`config.mk`:
```
export PLATFORM = sky130hd
export DESIGN_NAME = fetch_stage_flat
export DESIGN_NICKNAME = d
export VERILOG_FILES = /design/src/rtl/riscv_pkg.sv /design/src/rtl/fetch_stage_if.sv /design/src/rtl/fetch_buffer.sv /design/src/rtl/fetch_stage.sv /design/src/flat_wrapper.sv
export SDC_FILE = /design/constraint.sdc
export NUM_CORES = 1
export LEC_CHECK = 0
export BUFFER_PORTS_ARGS = -buffer_cell sky130_fd_sc_hd__buf_2
export CORE_MARGIN = 5
export CORE_UTILIZATION = 42
export CTS_CLUSTER_DIAMETER = 80
export DETAILED_ROUTE_END_ITERATION = 16
export PLACE_DENSITY = 0.66
export SETUP_SLACK_MARGIN = 0.02
export SLEW_MARGIN = 20
export SYNTH_ARGS = -nofsm -noshare
export SYNTH_HDL_FRONTEND = slang
export SYNTH_SLANG_ARGS = --single-unit
```
`constraint.sdc`:
```
create_clock -name clk -period 5.6 [get_ports clk]
set_input_delay 0 -clock clk [delete_from_list [all_inputs] [get_ports clk]]
set_output_delay 0 -clock clk [all_outputs]
set_load 0.02 [all_outputs]
```
`src/rtl/riscv_pkg.sv`:
```
// riscv_pkg: shared RV32I constants and fetch FSM state encoding
package riscv_pkg;

    localparam logic [31:0] NOP_INSTR        = 32'h0000_0013;
    localparam logic [31:0] DEFAULT_RESET_PC = 32'h0000_0000;

    typedef enum logic [1:0] {
        S_REQ  = 2'd0,
        S_WAIT = 2'd1,
        S_HOLD = 2'd2,
        S_DROP = 2'd3
    } fetch_state_e;

endpackage

```
`src/rtl/fetch_stage_if.sv`:
```
// fetch_stage_if: instruction memory request/response bus
interface fetch_stage_if #(parameter int N = 32);

    logic         imem_req;
    logic [N-1:0] imem_addr;
    logic [N-1:0] imem_rdata;
    logic         imem_rvalid;

    modport master (output imem_req, output imem_addr, input imem_rdata, input imem_rvalid);
    modport slave  (input imem_req, input imem_addr, output imem_rdata, output imem_rvalid);

endinterface

```
`src/rtl/fetch_buffer.sv`:
```
// fetch_buffer: one-entry holding register for a response IF/ID cannot take yet
module fetch_buffer #(
    parameter int N = 32
) (
    input  logic         clk,
    input  logic         rst,
    input  logic         load,
    input  logic         clear,
    input  logic [N-1:0] d,
    output logic [N-1:0] q,
    output logic         valid
);

    logic [N-1:0] data_d, data_q;
    logic         valid_d, valid_q;

    // clear wins over load so a flush never leaves a stale word behind
    always_comb begin
        data_d  = load ? d : data_q;
        valid_d = clear ? 1'b0 : (load ? 1'b1 : valid_q);
    end

    // storage registers
    always_ff @(posedge clk) begin
        if (rst) begin
            data_q  <= '0;
            valid_q <= 1'b0;
        end else begin
            data_q  <= data_d;
            valid_q <= valid_d;
        end
    end

    assign q     = data_q;
    assign valid = valid_q;

endmodule

```
`src/rtl/fetch_stage.sv`:
```
// fetch_stage: PC, single-outstanding fetch FSM and IF/ID pipeline register
module fetch_stage
    import riscv_pkg::*;
#(
    parameter int           N        = 32,
    parameter logic [N-1:0] RESET_PC = N'(DEFAULT_RESET_PC),
    parameter logic [N-1:0] NOP      = N'(NOP_INSTR)
) (
    input  logic                 clk,
    input  logic                 rst,
    fetch_stage_if.master        imem,
    input  logic                 id_stall,
    input  logic                 redirect_valid,
    input  logic [N-1:0]         redirect_pc,
    output logic                 id_valid,
    output logic [N-1:0]         id_instr,
    output logic [N-1:0]         id_pc,
    output logic [N-1:0]         id_pc_plus4
);

    localparam logic [N-1:0] ALIGN_MASK = ~N'(3);

    fetch_state_e state_d, state_q;
    logic [N-1:0] pc_d, pc_q;
    logic         id_valid_d, id_valid_q;
    logic [N-1:0] id_instr_d, id_instr_q;
    logic [N-1:0] id_pc_d, id_pc_q;
    logic [N-1:0] id_pc_plus4_d, id_pc_plus4_q;
    logic [N-1:0] pc_plus4;
    logic [N-1:0] buf_data;
    logic         buf_valid;
    logic         buf_load;
    logic         buf_clear;
    logic         load;
    logic         take;
    logic [N-1:0] word;

    assign pc_plus4       = pc_q + N'(4);
    assign load           = !id_valid_q || !id_stall;
    assign imem.imem_req  = (state_q == S_REQ) && !redirect_valid;
    assign imem.imem_addr = pc_q & ALIGN_MASK;

    fetch_buffer #(.N(N)) u_buf (
        .clk   (clk),
        .rst   (rst),
        .load  (buf_load),
        .clear (buf_clear),
        .d     (imem.imem_rdata),
        .q     (buf_data),
        .valid (buf_valid)
    );

    // next-state for FSM, PC and IF/ID; redirect overrides stall and any arriving word
    always_comb begin
        state_d       = state_q;
        pc_d          = pc_q;
        id_valid_d    = id_valid_q;
        id_instr_d    = id_instr_q;
        id_pc_d       = id_pc_q;
        id_pc_plus4_d = id_pc_plus4_q;
        buf_load      = 1'b0;
        buf_clear     = 1'b0;
        take          = 1'b0;
        word          = buf_data;
        if (redirect_valid) begin
            pc_d       = redirect_pc & ALIGN_MASK;
            id_valid_d = 1'b0;
            id_instr_d = NOP;
            buf_clear  = 1'b1;
            state_d    = (state_q == S_WAIT && !imem.imem_rvalid) ? S_DROP : S_REQ;
        end else begin
            case (state_q)
                S_REQ:  state_d = S_WAIT;
                S_WAIT: begin
                    if (imem.imem_rvalid && load) begin
                        take = 1'b1;
                        word = imem.imem_rdata;
                    end else if (imem.imem_rvalid) begin
                        buf_load = 1'b1;
                        state_d  = S_HOLD;
                    end
                end
                S_HOLD: begin
                    take      = load && buf_valid;
                    buf_clear = take;
                end
                S_DROP: state_d = imem.imem_rvalid ? S_REQ : S_DROP;
                default: state_d = S_REQ;
            endcase
            if (take) begin
                id_valid_d    = 1'b1;
                id_instr_d    = word;
                id_pc_d       = pc_q;
                id_pc_plus4_d = pc_plus4;
                pc_d          = pc_plus4;
                state_d       = S_REQ;
            end else if (id_valid_q && !id_stall) begin
                id_valid_d = 1'b0;
                id_instr_d = NOP;
            end
        end
    end

    // state, PC and IF/ID registers
    always_ff @(posedge clk) begin
        if (rst) begin
            state_q       <= S_REQ;
            pc_q          <= RESET_PC & ALIGN_MASK;
            id_valid_q    <= 1'b0;
            id_instr_q    <= NOP;
            id_pc_q       <= '0;
            id_pc_plus4_q <= N'(4);
        end else begin
            state_q       <= state_d;
            pc_q          <= pc_d;
            id_valid_q    <= id_valid_d;
            id_instr_q    <= id_instr_d;
            id_pc_q       <= id_pc_d;
            id_pc_plus4_q <= id_pc_plus4_d;
        end
    end

    assign id_valid    = id_valid_q;
    assign id_instr    = id_instr_q;
    assign id_pc       = id_pc_q;
    assign id_pc_plus4 = id_pc_plus4_q;

endmodule

```
`src/flat_wrapper.sv`:
```
// flat-port wrapper written by rule: the top's interface ports become plain ports
module fetch_stage_flat import riscv_pkg::*;
#(
    parameter int           N        = 32,
    parameter logic [N-1:0] RESET_PC = N'(DEFAULT_RESET_PC),
    parameter logic [N-1:0] NOP      = N'(NOP_INSTR)
)
  (clk, rst, id_stall, redirect_valid, redirect_pc, id_valid, id_instr, id_pc, id_pc_plus4, imem_imem_req, imem_imem_addr, imem_imem_rdata, imem_imem_rvalid);
  fetch_stage_if #(.N(N)) imem_i ();
  input  logic clk;
  input  logic rst;
  input  logic id_stall;
  input  logic redirect_valid;
  input  logic [N-1:0] redirect_pc;
  output logic id_valid;
  output logic [N-1:0] id_instr;
  output logic [N-1:0] id_pc;
  output logic [N-1:0] id_pc_plus4;
  output wire logic [$bits(imem_i.imem_req)-1:0] imem_imem_req;
  output wire logic [$bits(imem_i.imem_addr)-1:0] imem_imem_addr;
  input wire logic [$bits(imem_i.imem_rdata)-1:0] imem_imem_rdata;
  input wire logic [$bits(imem_i.imem_rvalid)-1:0] imem_imem_rvalid;
  assign imem_imem_req = imem_i.imem_req;
  assign imem_imem_addr = imem_i.imem_addr;
  assign imem_i.imem_rdata = imem_imem_rdata;
  assign imem_i.imem_rvalid = imem_imem_rvalid;
  fetch_stage #(.N(N), .RESET_PC(RESET_PC), .NOP(NOP)) u_core (.clk(clk), .rst(rst), .imem(imem_i), .id_stall(id_stall), .redirect_valid(redirect_valid), .redirect_pc(redirect_pc), .id_valid(id_valid), .id_instr(id_instr), .id_pc(id_pc), .id_pc_plus4(id_pc_plus4));
endmodule
```
After elaboration in Yosys (flattened, before gate mapping)
Index checks and enable logic that the tools add are counted.
{ "classes": {"n_addsub": 1, "multipliers": 0, "div_mod_pow": 0, "magnitude_cmp": 0, "eq_ne": 5, "n_shift": 0, "muxes": 24, "bitwise_logic": 1, "reduce_logical": 18} }
{ "op_table": {"columns": ["cell", "n"], "rows": [
  ["$mux W32", 6],
  ["$add A32 B3 Y32 const B", 1],
  ["$mux W2", 6],
  ["$mux W1", 10],
  ["$ne A4 B4 Y1 const B", 2],
  ["$pmux W2 S3", 1],
  ["$logic_and A1 B1 Y1", 5],
  ["$reduce_bool A5 Y1", 1],
  ["$eq A2 B2 Y1 const B", 2],
  ["$logic_not A1 Y1", 4],
  ["$reduce_bool A2 Y1", 2],
  ["$reduce_or A2 Y1", 2],
  ["$reduce_and A3 Y1", 1],
  ["$eq A2 B1 Y1 const B", 1],
  ["$logic_not A2 Y1", 1],
  ["$pmux W1 S2", 1],
  ["$reduce_and A2 Y1", 1],
  ["$logic_or A1 B1 Y1", 1],
  ["$not A1 Y1", 1]
]} }
{ "word_totals": {"reg_bits": 164, "latchBits": 0, "mem_bits_rw": 0, "mem_bits_ro": 0, "inputBits": 69, "output_inout_bits": 130, "wordCells": 58, "mem_count": 0} }

Depth between registers and ports, before layout
Gate-level depths: netlist of the first run.
{ "depth": {"depth_word": 8, "mapped_depth": 10, "mapped_depth_nobuf": 7} }

Cells and area by module
A second synthesis of the first run with hierarchy kept.
{ "unflattened": {"cells_unflattened": 920, "area_unflattened_um2": 7511.0} }
{ "modules_own_cells": {"columns": ["module", "instances", "cells_per_inst", "area_each_um2", "seq_area_each_um2"], "rows": [
  ["fetch_stage", 1, 813, 6312.3, 2502.4],
  ["fetch_buffer", 1, 107, 1198.6, 660.6]
]} }

Worst setup path after synthesis of the first run
Ideal clock, no wire load.
{ "synth_timing": {"path_type": "register to register", "start": "register u_core.pc_q[2]", "end": "register u_core.pc_q[24]", "setup_time_ns": 0.079, "arrival_ns": 2.192, "required_ns": 5.521, "path_slack_ns": 3.329, "path_stages_with_launch": 8, "n_path_buf": 1, "period_less_slack_ns": 2.271, "path_cell_list": "dfxtp_1 > ha_1 > nand4_1 > or4_1 > buf_2 > or3_1 > xor2_1 > a211oi_2"} }
{ "synth_via": {"elab_chain_cells": 3} }
{ "synth_lines": {"columns": ["item", "line_no", "text"], "rows": [
  ["start, declared", "fetch_stage.sv:24", "logic [N-1:0] pc_d, pc_q;"],
  ["start signal, assigned", "fetch_stage.sv:108", "pc_q <= RESET_PC & ALIGN_MASK;"],
  ["start signal, assigned", "fetch_stage.sv:115", "pc_q <= pc_d;"],
  ["$add A32 B3 Y32", "fetch_stage.sv:38", "assign pc_plus4 = pc_q + N'(4);"],
  ["$mux W32", "fetch_stage.sv:90", "if (take) begin"],
  ["$mux W32", "fetch_stage.sv:65", "if (redirect_valid) begin"]
]} }
Every way passes these cells. The select of a mux whose other input is x is not followed.
A chain may end at the register's enable or synchronous reset.

Worst setup path after layout of the first run
{ "layout_timing": {"start": "register u_core.state_q[0]", "end": "register u_core.id_pc_plus4_q[11], in the netlist u_core.id_pc_plus4[11]"} }
{ "layout_via": {"elab_chain_cells": 4, "word_cells_on_any_way": 5, "cone_classes": "eq/ne: 2; mux: 2; reduce/logical: 1"} }
{ "layout_lines": {"columns": ["item", "line_no", "text"], "rows": [
  ["start, declared", "fetch_stage.sv:23", "fetch_state_e state_d, state_q;"],
  ["start signal, assigned", "fetch_stage.sv:114", "state_q <= state_d;"],
  ["$eq A2 B2 Y1 or $eq A2 B1 Y1 (tied branches)", "fetch_stage.sv:72", "case (state_q)"],
  ["$pmux W1 S2 *", "fetch_stage.sv:72", null],
  ["$mux W1 *", "fetch_stage.sv:65", null],
  ["$reduce_and A2 Y1 (no line) *", null, null],
  ["end signal, assigned", "fetch_stage.sv:119", "id_pc_plus4_q <= id_pc_plus4_d;"],
  ["end, declared", "fetch_stage.sv:28", "logic [N-1:0] id_pc_plus4_d, id_pc_plus4_q;"]
]} }
Mark *: on every way between the ends. The rest lies on a longest branch, timed or not. The select of a mux whose other input is x is not followed.

==> summary.txt, run 1 <==
Run status
  – Status: finished, final reports clean

STA
  – Slew Limit Fails: 0
  – Setup violators final: 0
  – Final worst path period share: 0.587
  – Min cycle time layout: 3290 ps
  – Final TNS setup: 0 ps
  – Max-slew headroom: 0.265
  – Final WS setup: 2310 ps
  – Least-Margin Pin Slew: 1090 ps
  – Fmax: 304 MHz
  – Final hold vios: 0
  – RSZ-0062 raised after global routing: false
  – Fin Clk Skew: 9.90 ps

Place
  – Post-DP HPWL: 13100 um
  – DP Area: 7950 sq um
  – Final Wtd Congestion: 0.813
  – # port buffers: 190
  – Setup WS pre-CTS: 2340 ps

Finish
  – Share of cells above drive strength 1: 0.252
  – Most common cell after layout, fill and taps aside: buf_2
  – Nets@finish: 1124
  – Fin area: 9180 sq um
  – Most frequent cells in the layout: 189 x buf_2, 170 x nand2_1, 158 x dfxtp_1, 91 x nor2_1, 72 x a21oi_1
  – Ant diodes: 0
  – Area Growth Syn to Fin: 31.6%

Setup path
  – RR Endpoint: u_core.id_pc_plus4[11]$_SDFFE_PP0P_
  – Critical R2R Launch: u_core.state_q[0]$_SDFFE_PP0P_
  – Worst Setup Start Kind: register
  – FF-to-FF path depth: 7
  – Worst EP arrival: 3630 ps
  – Crit. End Element: register
  – Critical Path RT: 5940 ps
  – Setup CP Type: reg -> reg
  – FF-to-FF setup slack: 2310 ps
  – Crit path max fanout: 45
  – Worst setup startpoint: u_core.state_q[0]$_SDFFE_PP0P_
  – Capture point of the critical path: u_core.id_pc_plus4[11]$_SDFFE_PP0P_

Routing
  – Via/cell ratio: 5.18
  – Iter 0 DRT Violations: 362
  – DR pass1 iterations: 5
  – Vias: 6641
  – Remaining DRCs: 0
  – Wire per inst: 16.0 um
  – Routed wire length: 20500 um
  – ANT nets after route: 0

Pwr
  – VDD IR max: 0.000218 V
  – Static Leakage: 3.58 nW
  – Pwr dens: 281 nW/um^2

Global routing
  – Overflow after GRT: 0
  – Global-route wire length before repair: 33300 um
  – Antenna violations before repair: 0
  – GRT Total Usage: 0.208
  – Number of global-route vias before repair: 6399
  – Pin count of the biggest net entering global routing: 87

Logic synthesis
  – Post-Syn Instances: 846
  – Sequential area share after synthesis: 0.453
  – Top_reg_cell synth: dfxtp_1
  – Yosys warns: 0
  – Synthesized area: 6980 sq um
  – Post-synthesis register bit count: 158
  – Synth unique cells: 42
  – Mapped Avg Cell Area: 8.25 sq um
  – Async S/R FF share, synth: 0
  – Number of enable flip-flop cells after synthesis: 0

Floorplan
  – Initial core utilization: 0.424
  – Core area: 16500 sq um
  – Site Rows: 47
  – Die W: 139 um
  – Die Area: 19300 sq um
  – I/O pins: 199
  – Die H: 139 um

CTS
  – Clk buf depth: 2
  – Post-CTS Setup Bufs: 0
  – Root buf cell: clkbuf_16
  – Num CTS Buffers: 17
  – CTS tree: done
  – Post-CTS sizing: 0
  – Clock latency on the worst-skew pair: 430 ps
  – Clock Sinks: 158
  – H-tree depth: 4
  – Clock transition at path regs: 70 ps

Run
  – Maxcap violations: 0

Hold path
  – Hold Path Class: in -> reg
  – Hold path start: redirect_valid
## stage by stage
stage,hold WS (ps),cells,util,power [W]
after floorplan,109,851,-,0.00135
after global placement,209,1187,0.483,0.00143
after detailed placement,209,1187,0.483,0.00143
after CTS,1.99,1281,0.556,0.00260
after global routing,31.0,1282,0.558,0.00267
final,3.86,1282,0.558,0.00258
## cell families after synthesis
logic type,count (synthesis),share of synthesized area
buffers and inverters,89,0.0558
xor gates and xnor gates,52,0.0653
AOI/OAI and AO/OA,173,0.159
muxes,32,0.0511
adders and majority gates,5,0.00897
and+or+nand+nor,336,0.206
other,1,0.000537
DFF,158,0.453
## Yosys cell counts, types with 2 or more instances
library cell	n	area, sq um
clkbuf_1	51	191
buf_4	8	60.1
nand4_1	9	56.3
a211oi_1	42	315
a211o_1	2	17.5
nor4_1	17	106
and3_1	5	31.3
mux2i_1	3	30.0
mux2_2	29	327
or3_1	4	25.0
xnor2_1	36	315
inv_1	8	30.0
dfxtp_1	158	3160
buf_2	20	100
a22o_1	3	26.3
nor2_1	93	349
ha_1	5	62.6
o22ai_1	2	12.5
a311oi_1	5	43.8
nor3_1	13	65.1
and4_1	6	52.6
nand2_1	170	638
or2_2	2	12.5
xor2_1	16	140
o21ai_0	8	40.0
nand3_1	13	65.1
a21oi_1	74	370
a22oi_1	30	225
## sequential cells by signal, indices dropped and copies added, names as in the netlist
signal	flops
u_core.id_pc_plus4	30
u_core.u_buf.valid	1
u_core.pc_q	30
u_core.id_instr	32
u_core.id_valid	1
u_core.state_q	2
u_core.id_pc	30
u_core.u_buf.q	32
## critical path: stages (launching register included)
cell and delay (ps):
dfxtp_1 390, ha_1 320, a22oi_1 250, or2_2 570, nor2_4 800, buf_4 550
nor2_1 80, a211oi_1 210
## report_power, final
part           switching [W]  internal (W)
combinational       0.000143      0.000114
clock               0.000483      0.000654
sequential         0.0000401       0.00115
total               0.000666       0.00191
## per-layer routing
layer,wire [um],global-route usage
met1,9090,0.265
met5,0,0
met2,9810,0.348
met4,245,0.0515
met3,1320,0.0614
## what timing repair did
item,in CTS,in global routing
endpoints found under the setup margin,0,0
hold buffers,63,0
hold endpoints to repair,95,0
## worst min-delay path by stage
stage                                            to  cells past startpoint
finish                  u_core.pc_q[9]$_SDFFE_PP0P_                      3
global route        u_core.u_buf.q[12]$_SDFFE_PP0P_                      2
CTS                     u_core.pc_q[9]$_SDFFE_PP0P_                      3
detailed placement     u_core.pc_q[26]$_SDFFE_PP0P_                      3
global placement       u_core.pc_q[28]$_SDFFE_PP0P_                      3
floorplan              u_core.pc_q[26]$_SDFFE_PP0P_                      2
## cell type report
type	instances	area, sq um
clock inverters	13	141
repair buffers	260	1660
flip-flops and latches	158	3160
multi-input cells	604	3480
well taps	220	275
clock buffers	18	429
inverters	9	33.8
fillers	1523	7290
Note: power is estimated with default switching activity, not from simulation.
==> inputs of run 2 (changes only) <==
--- a/config.mk
+++ b/config.mk
@@ -5,12 +5,13 @@
 export SDC_FILE = /design/constraint.sdc
 export NUM_CORES = 1
 export LEC_CHECK = 0
+export ABC_AREA = 1
 export BUFFER_PORTS_ARGS = -buffer_cell sky130_fd_sc_hd__buf_2
 export CORE_MARGIN = 5
 export CORE_UTILIZATION = 42
 export CTS_CLUSTER_DIAMETER = 80
 export DETAILED_ROUTE_END_ITERATION = 16
-export PLACE_DENSITY = 0.66
+export PLACE_DENSITY = 0.65
 export SETUP_SLACK_MARGIN = 0.02
 export SLEW_MARGIN = 20
 export SYNTH_ARGS = -nofsm -noshare
==> constraint.sdc (replaced) <==
create_clock -name clk -period 3.3 [get_ports clk]
set_input_delay 0 -clock clk [delete_from_list [all_inputs] [get_ports clk]]
set_output_delay 0 -clock clk [all_outputs]
set_load 0.02 [all_outputs]
==> summary.txt, run 2 <==
Run status
  – Status: finished, final reports clean

Setup path
  – Critical Path RT: 3640 ps
  – Slowest stage delay, CP: 560 ps
  – CP bufs+invs: 3
  – Worst Setup Start Kind: register
  – Critical-path top delay cell: buf_4
  – Crit. End Element: register
  – Critical R2R Launch: u_core.state_q[1]$_SDFFE_PP0P_
  – Crit path max fanout: 52
  – Setup CP Type: reg -> reg
  – CP cell instances: inv_1 > ha_1 > nand2_1 > clkinv_1 > nand2_2 > nand2_4 > nand2_8 > nor2_8 > buf_4 > nand3_1 > a21oi_1
  – RR Endpoint: u_core.pc_q[19]$_SDFFE_PP0P_
  – FF-to-FF setup slack: 790 ps
  – FF-to-FF path depth: 11
  – Top Family by Delay on Critical Path: simple AND/OR/NAND/NOR gates
  – Worst EP arrival: 2860 ps

Routing
  – Remaining DRCs: 0
  – Via/cell ratio: 4.83
  – Vias: 7042
  – ANT nets after route: 0
  – DR pass1 iterations: 5
  – Routed wire length: 21300 um
  – Wire per inst: 14.6 um
  – Iter 0 DRT Violations: 391

Floorplan
  – Core area: 16600 sq um
  – Die Area: 19700 sq um
  – Site Rows: 47
  – Initial core utilization: 0.430
  – Die W: 140 um
  – Die H: 140 um
  – I/O pins: 199

Global routing
  – GRT Max-Usage Layer: met2
  – Pin count of the biggest net entering global routing: 67
  – Met3 usage: 0.0532
  – Met1 Use GR: 0.270
  – Met2 capacity usage during global routing: 0.358
  – Antenna violations before repair: 0
  – Global-route wire length before repair: 34700 um
  – GRT Total Usage: 0.214
  – Number of global-route vias before repair: 6807
  – Overflow after GRT: 0

Hold path
  – Hold Path Class: in -> reg
  – Hold EP: u_core.state_q[0]$_SDFFE_PP0P_
  – Hold path start: imem_imem_rvalid
  – Hold Path Depth: 6

Place
  – Final Wtd Congestion: 0.878
  – # port buffers: 190
  – Post-DP HPWL: 14500 um

STA
  – Min cycle time layout: 2510 ps
  – Slew Limit Fails: 0
  – Final hold vios: 0
  – Max-slew headroom: 0.412
  – Final worst path period share: 0.761
  – Final TNS setup: 0 ps
  – Fin Clk Skew: 7.16 ps
  – Setup violators final: 0
  – Fmax: 398 MHz
  – Least-Margin Pin Slew: 881 ps
  – WHS: 59.6 ps
  – RSZ-0062 raised after global routing: false

Pwr
  – Static Leakage: 4.23 nW
  – Pwr dens: 494 nW/um^2
  – Overall power: 0.00460 W
  – VDD IR max: 0.000343 V

Finish
  – Share of cells above drive strength 1: 0.212
  – Most frequent cells in the layout: 282 x nand2_1, 190 x buf_2, 158 x dfxtp_1, 121 x a21oi_1, 106 x o21ai_0
  – Fin util: 0.560
  – Ant diodes: 0
  – Nets@finish: 1301
  – Most common cell after layout, fill and taps aside: nand2_1
  – Area Growth Syn to Fin: 30.2%

Run
  – Maxcap violations: 0

CTS
  – Clk buf depth: 2
  – Post-CTS Setup Bufs: 0
  – H-tree depth: 4
  – Num CTS Buffers: 17
  – Post-CTS sizing: 0
  – Clock latency on the worst-skew pair: 420 ps
  – Hold_buf cts: 64
  – CTS tree: done
  – Clock transition at path regs: 60 ps
  – Root buf cell: clkbuf_16
  – Clock Sinks: 158

Logic synthesis
  – Post-synth top area share: 0.442
  – Synth top cells by count: 282 x nand2_1, 158 x dfxtp_1, 121 x a21oi_1
  – Yosys warns: 0
  – Mapped Avg Cell Area: 7.13 sq um
  – Synth unique cells: 39
  – Synth area leader: dfxtp_1
  – Top_reg_cell synth: dfxtp_1
  – Number of enable flip-flop cells after synthesis: 0
  – Post-Syn Instances: 1003
  – Area contributors post-synth: dfxtp_1 44%, nand2_1 15%, a21oi_1 8.5%, o21ai_0 7.4%, inv_1 4.6%
  – Count leader, synth: nand2_1
  – Post-synthesis register bit count: 158
  – Sequential area share after synthesis: 0.442
  – Async S/R FF share, synth: 0
  – Synthesized area: 7150 sq um
## run 2: cells by family (layout without fill, tap and decap cells)
| group | count (synthesis) | in the layout | share of synthesized area |
|---|---|---|---|
| AND/OR/NAND/NOR | 415 | 415 | 0.246 |
| AO/OA/AOI/OAI | 258 | 258 | 0.192 |
| flip-flops | 158 | 158 | 0.442 |
| buffers and inverters | 154 | 385 | 0.0962 |
| XOR/XNOR | 12 | 12 | 0.0147 |
| adder cells (fa/ha/maj) | 5 | 5 | 0.00875 |
| other | 1 | 6 | 0.000524 |
## run 2: how the worst max path moves through the flow
stage | cells after the start | end | start
after global routing | 11 | u_core.id_pc_plus4[19]$_SDFFE_PP0P_ | u_core.state_q[1]$_SDFFE_PP0P_
after detailed placement | 11 | u_core.pc_q[19]$_SDFFE_PP0P_ | u_core.state_q[1]$_SDFFE_PP0P_
after global placement | 11 | u_core.pc_q[19]$_SDFFE_PP0P_ | u_core.state_q[1]$_SDFFE_PP0P_
after CTS | 11 | u_core.pc_q[19]$_SDFFE_PP0P_ | u_core.state_q[1]$_SDFFE_PP0P_
after floorplan | 13 | u_core.id_instr[0]$_SDFFE_PP1P_ | u_core.state_q[1]$_SDFFE_PP0P_
final | 11 | u_core.pc_q[19]$_SDFFE_PP0P_ | u_core.state_q[1]$_SDFFE_PP0P_
## run 2: area by class of cell
| type | count | area [sq um] |
|---|---|---|
| timing repair buffer | 262 | 1650 |
| inverter | 92 | 349 |
| multi-input combinational | 696 | 3320 |
| clock inverter | 12 | 123 |
| fill | 1592 | 7330 |
| clock buffer | 19 | 433 |
| tap | 220 | 275 |
| sequential | 158 | 3160 |
## run 2: per-stage QoR
step,setup WS [ps],cells,area (sq um)
3_5_place_dp,796,1364,8120
2_1_floorplan,1630,1008,7170
3_3_place_gp,839,1364,8120
5_1_grt,534,1459,9310
6_report,788,1459,9310
4_1_cts,757,1459,9310
## run 2: worst min-delay path: stages
cell and delay [ps]:
buf_2 100, nor2_1 60, nand2_1 60, o21ai_0 70
nor2_1 90, nor2_1 50
## run 2: per-layer routing
layer / part of all wire / wire length [um]
met3: 0.069 / 1460
met2: 0.47 / 9940
met1: 0.44 / 9400
met4: 0.023 / 479
met5: 0 / 0
## run 2: report_power, final
part	internal (W)	switching, W
logic	0.000235	0.000446
clock network	0.00110	0.000791
registers	0.00197	0.0000591
total	0.00331	0.00130
